[config.mk]
export PLATFORM = sky130hd
export DESIGN_NAME = vga_reg_update_master
export DESIGN_NICKNAME = d
export VERILOG_FILES = /design/src/rtl/vga_reg_update_master.sv
export SDC_FILE = /design/constraint.sdc
export NUM_CORES = 1
export LEC_CHECK = 0
export CAP_MARGIN = 0
export CORE_UTILIZATION = 54
export DETAILED_ROUTE_END_ITERATION = 8
export MAX_ROUTING_LAYER = met4
export PLACE_DENSITY = 0.75
export SYNTH_ARGS = -nofsm -noshare
export SYNTH_HDL_FRONTEND = slang
export SYNTH_SLANG_ARGS = --single-unit
[constraint.sdc]
create_clock -name clk -period 4.8 [get_ports clk]
set_clock_uncertainty 0.2 [all_clocks]
set_input_delay 0.96 -clock clk [delete_from_list [all_inputs] [get_ports clk]]
set_output_delay 0.96 -clock clk [all_outputs]
set_load 0.01 [all_outputs]
[src/rtl/vga_reg_update_master.sv]
// rtl/vga_reg_update_master.sv - queues register updates and replays them on the display bus during vertical blanking
// Optional feature macro: VGA_REG_IMMEDIATE_EN (adds the immediate input to drain outside blanking).
module vga_reg_update_master #(
  parameter int ADDR_W           = 9,
  parameter int DATA_W           = 32,
  parameter int FIFO_DEPTH       = 16,
  parameter int VACTIVE          = 480,
  parameter int MAX_WR_PER_FRAME = 32
) (
  input  logic                          clk,
  input  logic                          reset_n,
  input  logic [9:0]                    vcount,
`ifdef VGA_REG_IMMEDIATE_EN
  input  logic                          immediate,
`endif
  input  logic                          req_valid,
  output logic                          req_ready,
  input  logic [ADDR_W-1:0]             req_addr,
  input  logic [DATA_W-1:0]             req_data,
  output logic                          m_chipselect,
  output logic                          m_write,
  output logic [ADDR_W-1:0]             m_address,
  output logic [DATA_W-1:0]             m_writedata,
  output logic [$clog2(FIFO_DEPTH):0]   fifo_level,
  output logic                          frame_done,
  output logic                          busy
);
  localparam int PTR_W = $clog2(FIFO_DEPTH);
  localparam int CNT_W = $clog2(MAX_WR_PER_FRAME + 1);
  localparam int ENT_W = ADDR_W + DATA_W;

  typedef enum logic [1:0] {S_IDLE, S_DRAIN, S_DONE} state_t;
  state_t r_state, w_next;

  logic [ENT_W-1:0] r_mem [FIFO_DEPTH];
  logic [PTR_W-1:0] r_wr_ptr, r_rd_ptr;
  logic [PTR_W:0]   r_count;
  logic             r_ready_en;
  logic             r_in_blank_q;
  logic [CNT_W-1:0] r_wr_cnt;
  logic             w_in_blank, w_blank_rise, w_empty, w_full;
  logic             w_push, w_pop, w_cnt_clr, w_imm, w_cap_ok;
  logic [ENT_W-1:0] w_head;

`ifdef VGA_REG_IMMEDIATE_EN
  assign w_imm = immediate;
`else
  assign w_imm = 1'b0;
`endif

  assign w_in_blank   = (int'(vcount) >= VACTIVE);
  assign w_blank_rise = w_in_blank && !r_in_blank_q;
  assign w_empty      = (r_count == '0);
  assign w_full       = (r_count == (PTR_W + 1)'(FIFO_DEPTH));
  assign w_cap_ok     = (r_wr_cnt < CNT_W'(MAX_WR_PER_FRAME));
  assign w_head       = r_mem[r_rd_ptr];

  // Ready is held low until the first clock after reset release, then tracks occupancy only.
  assign req_ready  = r_ready_en && !w_full;
  assign w_push     = req_valid && req_ready;
  assign fifo_level = r_count;
  assign frame_done = (r_state == S_DONE);
  assign busy       = (r_state == S_DRAIN);

  // Next-state and pop decision; a drain pops only while data, blanking (or immediate) and budget all allow.
  always_comb begin
    w_next    = r_state;
    w_pop     = 1'b0;
    w_cnt_clr = 1'b0;
    case (r_state)
      S_IDLE: begin
        if (w_blank_rise || (w_imm && !w_empty)) begin
          w_next    = S_DRAIN;
          w_cnt_clr = 1'b1;
        end
      end
      S_DRAIN: begin
        if (!w_empty && (w_in_blank || w_imm) && w_cap_ok) begin
          w_pop = 1'b1;
        end else begin
          w_next = S_DONE;
        end
      end
      S_DONE:  w_next = S_IDLE;
      default: w_next = S_IDLE;
    endcase
  end

  // State, blank edge history, write budget and ready enable.
  always_ff @(posedge clk or negedge reset_n) begin
    if (!reset_n) begin
      r_state      <= S_IDLE;
      r_in_blank_q <= 1'b0;
      r_wr_cnt     <= '0;
      r_ready_en   <= 1'b0;
    end else begin
      r_state      <= w_next;
      r_in_blank_q <= w_in_blank;
      r_ready_en   <= 1'b1;
      if (w_cnt_clr) begin
        r_wr_cnt <= '0;
      end else if (w_pop) begin
        r_wr_cnt <= r_wr_cnt + 1'b1;
      end
    end
  end

  // Entry storage; contents are meaningless once the pointers are reset.
  always_ff @(posedge clk) begin
    if (w_push) begin
      r_mem[r_wr_ptr] <= {req_addr, req_data};
    end
  end

  // Pointers wrap naturally at the power-of-two depth; occupancy is kept exactly.
  always_ff @(posedge clk or negedge reset_n) begin
    if (!reset_n) begin
      r_wr_ptr <= '0;
      r_rd_ptr <= '0;
      r_count  <= '0;
    end else begin
      if (w_push) r_wr_ptr <= r_wr_ptr + 1'b1;
      if (w_pop)  r_rd_ptr <= r_rd_ptr + 1'b1;
      case ({w_push, w_pop})
        2'b10:   r_count <= r_count + 1'b1;
        2'b01:   r_count <= r_count - 1'b1;
        default: r_count <= r_count;
      endcase
    end
  end

  // Registered bus strobes: one cycle per popped entry, address/data zero when idle.
  always_ff @(posedge clk or negedge reset_n) begin
    if (!reset_n) begin
      m_chipselect <= 1'b0;
      m_write      <= 1'b0;
      m_address    <= '0;
      m_writedata  <= '0;
    end else begin
      m_chipselect <= w_pop;
      m_write      <= w_pop;
      m_address    <= w_pop ? w_head[ENT_W-1:DATA_W] : '0;
      m_writedata  <= w_pop ? w_head[DATA_W-1:0] : '0;
    end
  end
endmodule

==> reports/results.ini, run 1 <==
[run_status]
status=finished, final reports clean

[setup_path]
path_cells=nor4_2 -> a21oi_1 -> clkdlybuf4s50_1
cpPeakStageDelay_ns=0.51
timing.rr.start=fifo_level[1]
path_delay_family=simple AND/OR/NAND/NOR gates
worst-path-buf-inv=1
worstSetupPathType=reg2out
slowest_stage=nor4_2
cp-end-kind=output pin
startpoint=fifo_level[1]
required_ns=3.64
crit_fanout=8
critPathLaunchType=flip-flop
arrival_ns=2.20

[yosys]
synth_compound_area_frac=0.0351
synth_ff_type=edfxtp_1
synthAdderAreaFrac=0.00420
synthesis.area_um2=26800
synth-edff-count=656
synthMuxAreaShare=0.139
synth_cells=1184
synth_simple_gate_area_frac=0.0103
syn_nets=1247
synth-seq-cells=721
synth_top_family_by_area=multiplexers
synth-xor-area-share=0.00425
yosysWarningCount=0
synth_cell_types=35
synth-async-reset-ratio=0.0902
synth-seq-area-share=0.795
avgSynthCellArea_um2=22.7

[pwr]
power_density_nw_per_um2=537
leakage_nw=10.1
ir_drop_mv=0.376
finalPower_w=0.0168

[floorplan]
start_util=0.548
die_area_um2=50600
core-area_um2=49000
design.portCount=105
die_w_um=225
dieHeight_um=225
fp-row-count=81

[clocking]
cts_hold_buf=0
clkLatencyLatePin_ns=0.63
cts_max_path_buffers=3
clk_pin_slew_ns=0.06
cts_tree=yes
post_cts_buffers=0
post_cts_resized=0
cts_root_buffer=clkbuf_16
cts_made_buffers=70
htree_levels=3
cts.sinks=721

[route]
drt-initial-drc-count=1254
vias=12700
post_drt_via_cell_ratio=6.16
drtPass1Iterations=6
drc_errors=0
wl_per_cell_um=26.9
wl_um=55500
final_antenna_net_count=0

[sta]
slew_headroom=0.242
drv_slew=0
max_freq_ghz=0.297
timing.setup.tns_ns=0
finalCriticalPeriod_ns=3.36
worst_pin_slew_ns=1.13
rsz0062_at_grt=false
finalCritPeriodShare=0.701
finalSetupViolations=0
hold_violations=0

[layout]
register_area_um2=21300
fill_cells=3176
num-nets-final=1400
drive_gt1_frac=0.243
layout_commonest_cell=edfxtp_1
multiInputGateArea_um2=5330
area_growth_pct=16.3
final_cell_mix=656 x edfxtp_1, 164 x mux4_2, 98 x clkdlybuf4s50_1

[placement]
gp_congestion=0.753
place_hpwl_um=28900
port_buffers=99

[grt]
antenna_found_initial=5
grt-ovfl-total=0
grt_pass1_vias=13200
grt_start_max_net_pins=66
grt_use_total=0.237
grt_pass1_wl_um=83300

[hold_path]
hp-start=r_wr_cnt[4]
hold_class=reg2reg

[job]
drv_cap=0

[report_power, final]
group | switching (W) | total [W] | internal [W]
Sequential | 0.000355 | 0.00763 | 0.00727
Combinational | 0.00194 | 0.00377 | 0.00183
Clock | 0.00226 | 0.00535 | 0.00310
Total | 0.00455 | 0.0168 | 0.0122
[final cells by class]
type                            instances  share of cell area
Antenna cell                            4            0.000321
Clock buffer                          103              0.0637
Clock inverter                         26             0.00790
Inverter                               10             0.00120
Multi-Input combinational cell        387               0.171
Sequential cell                       721               0.684
Tap cell                              664              0.0266
Timing Repair Buffer                  147              0.0453
[path summary, 6_finish.rpt]
path	endpoint	slack, ns	cells after the start
min in group asynchronous	fifo_level[0]	0.32	1
worst min-delay path	r_wr_cnt[4]	0.29	1
max in group asynchronous	r_rd_ptr[1]	3.34	1
worst max-delay path	req_ready	1.44	3
worst max register to register	fifo_level[4]	1.77	10
worst min register to register	r_wr_cnt[4]	0.29	1
[layer usage]
metal	up-vias	track usage	routed length [um]	part of all wire
met2	575	0.365	27600	0.50
met4	0	0.0827	1430	0.026
li1	5304	-	-	-
met5	-	-	0	0
met1	6709	0.324	22500	0.40
met3	106	0.0430	4090	0.074
[registers in the layout (all words and copies together), names as in the netlist]
signal	count
fifo_level	5
m_address	9
m_write	1
m_writedata	32
r_in_blank_q	1
r_mem	656
r_rd_ptr	4
r_ready_en	1
r_state	2
r_wr_cnt	6
r_wr_ptr	4
[logic make-up (layout without fill, tap and decap cells)]
family | count (synthesis) | count (layout)
and+or+nand+nor | 56 | 56
xor gates and xnor gates | 13 | 13
other | 1 | 5
buffers and inverters | 76 | 286
muxes | 167 | 167
AOI/OAI and AO/OA | 141 | 141
adders and majority gates | 9 | 9
DFF | 721 | 721
[synthesized netlist by cell type (5+ instances only)]
| master | n | area [um2] |
|---|---|---|
| nor2_1 | 15 | 56.3 |
| nand2_1 | 17 | 63.8 |
| o21ai_0 | 5 | 25.0 |
| xnor2_1 | 8 | 70.1 |
| a22oi_1 | 83 | 623 |
| nor3_1 | 5 | 25.0 |
| buf_1 | 7 | 26.3 |
| clkbuf_1 | 36 | 135 |
| mux4_2 | 164 | 3690 |
| edfxtp_1 | 656 | 19700 |
| buf_2 | 21 | 105 |
| ha_1 | 9 | 113 |
| dfrtp_1 | 65 | 1630 |
| a21oi_1 | 47 | 235 |
| xor2_1 | 5 | 43.8 |
| inv_1 | 10 | 37.5 |
[metrics by stage]
step / utilization / setup WS [ns] / instance area [um2] / std cells / hold slack (ns)
floorplan: - / 0.749 / 26800 / 1184 / 0.245
global placement: 0.591 / 0.985 / 28900 / 1929 / 0.263
detailed placement: 0.591 / 0.931 / 28900 / 1929 / 0.277
CTS: 0.637 / 1.37 / 31200 / 2058 / 0.285
global route: 0.637 / 1.21 / 31200 / 2062 / 0.307
finish: 0.637 / 1.44 / 31200 / 2062 / 0.286
[worst reg2reg max path, stage by stage, from the launching register on]
cell and delay [ns]:
dfrtp_1 0.48, nor4_2 0.13, a2111o_2 0.49, inv_1 0.24, ha_1 0.38, xor2_1 0.18, ha_1 0.20, and3b_1 0.17
o21ai_0 0.09, a21oi_1 0.21, xnor2_1 0.16
No activity file was read; power rests on OpenSTA's default activity.
==> inputs of run 2 (changes only) <==
==> constraint.sdc (replaced) <==
create_clock -name clk -period 2.7 [get_ports clk]
set_clock_uncertainty 0.2 [all_clocks]
set_input_delay 0.54 -clock clk [delete_from_list [all_inputs] [get_ports clk]]
set_output_delay 0.54 -clock clk [all_outputs]
set_load 0.01 [all_outputs]
==> reports/results.ini, run 2 (synthesized netlist as in run 1, its figures left out) <==
[route]
drt-initial-drc-count=1443  ; +15%
wl_um=56100  ; +1.0%
vias=12900  ; +1.4%
final_antenna_net_count=0  ; unchanged
post_drt_via_cell_ratio=6.13  ; -0.42%
wl_per_cell_um=26.7  ; -0.76%
drc_errors=0  ; unchanged
drtPass1Iterations=5  ; -1

[grt]
grt_pass1_vias=13300  ; +0.63%
grt_start_max_net_pins=55  ; -17%
grt_use_total=0.238  ; +0.000253
grt-ovfl-total=0  ; unchanged
antenna_found_initial=3  ; -2
grt_pass1_wl_um=83700  ; +0.52%

[clocking]
htree_levels=3  ; unchanged
cts.sinks=721  ; unchanged
cts_made_buffers=71  ; +1.4%
clk_pin_slew_ns=0.06  ; about the same
cts_max_path_buffers=3  ; unchanged
cts_root_buffer=clkbuf_16
clkLatencyLatePin_ns=0.61  ; -0.02 ns
cts_tree=yes

[placement]
pre_cts_ws_ns=-0.400  ; -1.33 ns
port_buffers=99  ; unchanged
gp_congestion=0.781  ; +3.8%
place_hpwl_um=31000  ; +7.0%

[layout]
largestRegisters=r_mem x656, m_writedata x32, m_address x9
area_growth_pct=19.3
layout_commonest_cell=edfxtp_1
final_cell_mix=656 x edfxtp_1, 164 x mux4_2, 97 x clkdlybuf4s50_1
largest_register_ffs=656  ; unchanged
num-nets-final=1440  ; +2.9%
drive_gt1_frac=0.266  ; +0.0229
multiInputGateArea_um2=5350  ; +0.35%
register_area_um2=21300  ; about the same
regMostFlops=r_mem
fill_cells=3073  ; -3.2%

[setup_path]
path_cells=nor4_4 -> buf_4 -> a21oi_1 -> dlygate4sd2_1
worstSetupEndpoint=req_ready
crit_cells=4  ; +1
worstSetupPathType=reg2out
worstReg2RegEnd=fifo_level[4]
cpPeakStageDelay_ns=0.42  ; -0.09 ns
path_delay_family=buffers and inverters
rr_worst_depth=11  ; +1
required_ns=1.96  ; -1.68 ns
crit_fanout=3  ; -5
startpoint=fifo_level[0]
critPathLaunchType=flip-flop
arrival_ns=1.85  ; -0.35 ns
r2r_slack_ns=0.15  ; -1.62 ns
worst-path-buf-inv=2  ; +1
slowest_stage=dfrtp_2
cp-end-kind=output pin
timing.rr.start=fifo_level[3]

[hold_path]
hold_class=reg2reg
hold_depth=1  ; unchanged

[sta]
worst_pin_slew_ns=0.703  ; -0.431 ns
timing.setup.tns_ns=0  ; unchanged
slew_headroom=0.531  ; +0.289
worst_slack_ns=0.114  ; -1.32 ns
max_freq_ghz=0.387
hold_violations=0  ; unchanged
finalSetupViolations=0  ; unchanged
finalCritPeriodShare=0.958
drv_slew=0  ; unchanged
rsz0062_at_grt=false
timing.hold.ws_ns=0.307  ; +0.0212 ns
finalCriticalPeriod_ns=2.59

[pwr]
finalPower_w=0.0305  ; +82%
leakage_nw=10.4  ; +3.3%
ir_drop_mv=0.595  ; +58%
power_density_nw_per_um2=954  ; +78%

[floorplan]
core-area_um2=49000  ; unchanged
design.portCount=105  ; unchanged
start_util=0.548  ; unchanged
fp-row-count=81  ; unchanged
dieHeight_um=225  ; unchanged
die_w_um=225  ; unchanged
die_area_um2=50600  ; unchanged

[run_status]
status=finished, final reports clean

[job]
drv_cap=0  ; unchanged

[run 2: repair_timing]
item,in CTS,in global routing
hold endpoints to repair,37,0
setup endpoints to repair,1,1
hold buffers,1,0
buffers inserted,2,3
gates resized for setup,2,0
pin swaps,1,0
[run 2: layer usage]
| metal | global-route usage | share of wire |
|---|---|---|
| met5 | - | 0 |
| met4 | 0.0729 | 0.019 |
| met3 | 0.0435 | 0.072 |
| met2 | 0.374 | 0.50 |
| met1 | 0.321 | 0.40 |
[run 2: final cells by class]
class / instances / area share
Antenna cell: 3 / 0.000235
Multi-Input combinational cell: 387 / 0.167
Clock inverter: 28 / 0.00770
Tap cell: 664 / 0.0260
Sequential cell: 721 / 0.667
Inverter: 10 / 0.00141
Timing Repair Buffer: 186 / 0.0670
Clock buffer: 100 / 0.0635
[run 2: worst reg2reg max path: cells and delay by family (launching register included)]
family	cells	cell delay (ns)
AOI/OAI and AO/OA	3	0.79
xor gates and xnor gates	2	0.27
adders and majority gates	2	0.39
buffers and inverters	3	0.27
DFF	1	0.44
and+or+nand+nor	1	0.07
[run 2: report_power, final]
| part | internal [W] | switching, W | total [W] |
|---|---|---|---|
| registers | 0.0129 | 0.000406 | 0.0133 |
| logic | 0.00368 | 0.00383 | 0.00752 |
| clock network | 0.00564 | 0.00402 | 0.00966 |
[run 2: worst min path at each step]
stage,from,end,slack (ns)
final,r_wr_cnt[4],r_wr_cnt[4],0.31
after global placement,r_wr_cnt[4],r_wr_cnt[4],0.26
after floorplan,reset_n,fifo_level[0],0.04
after detailed placement,r_wr_cnt[4],r_wr_cnt[4],0.29
after CTS,r_wr_cnt[4],r_wr_cnt[4],0.30
after global routing,r_wr_cnt[4],r_wr_cnt[4],0.32
[run 2: stage by stage]
stage                     utilization  area (um2)  instances
final                           0.654       32000       2099
after global routing            0.654       32000       2099
after CTS                       0.653       32000       2093
after detailed placement        0.606       29700       1962
after global placement          0.606       29700       1962
after floorplan                     -       26900       1184
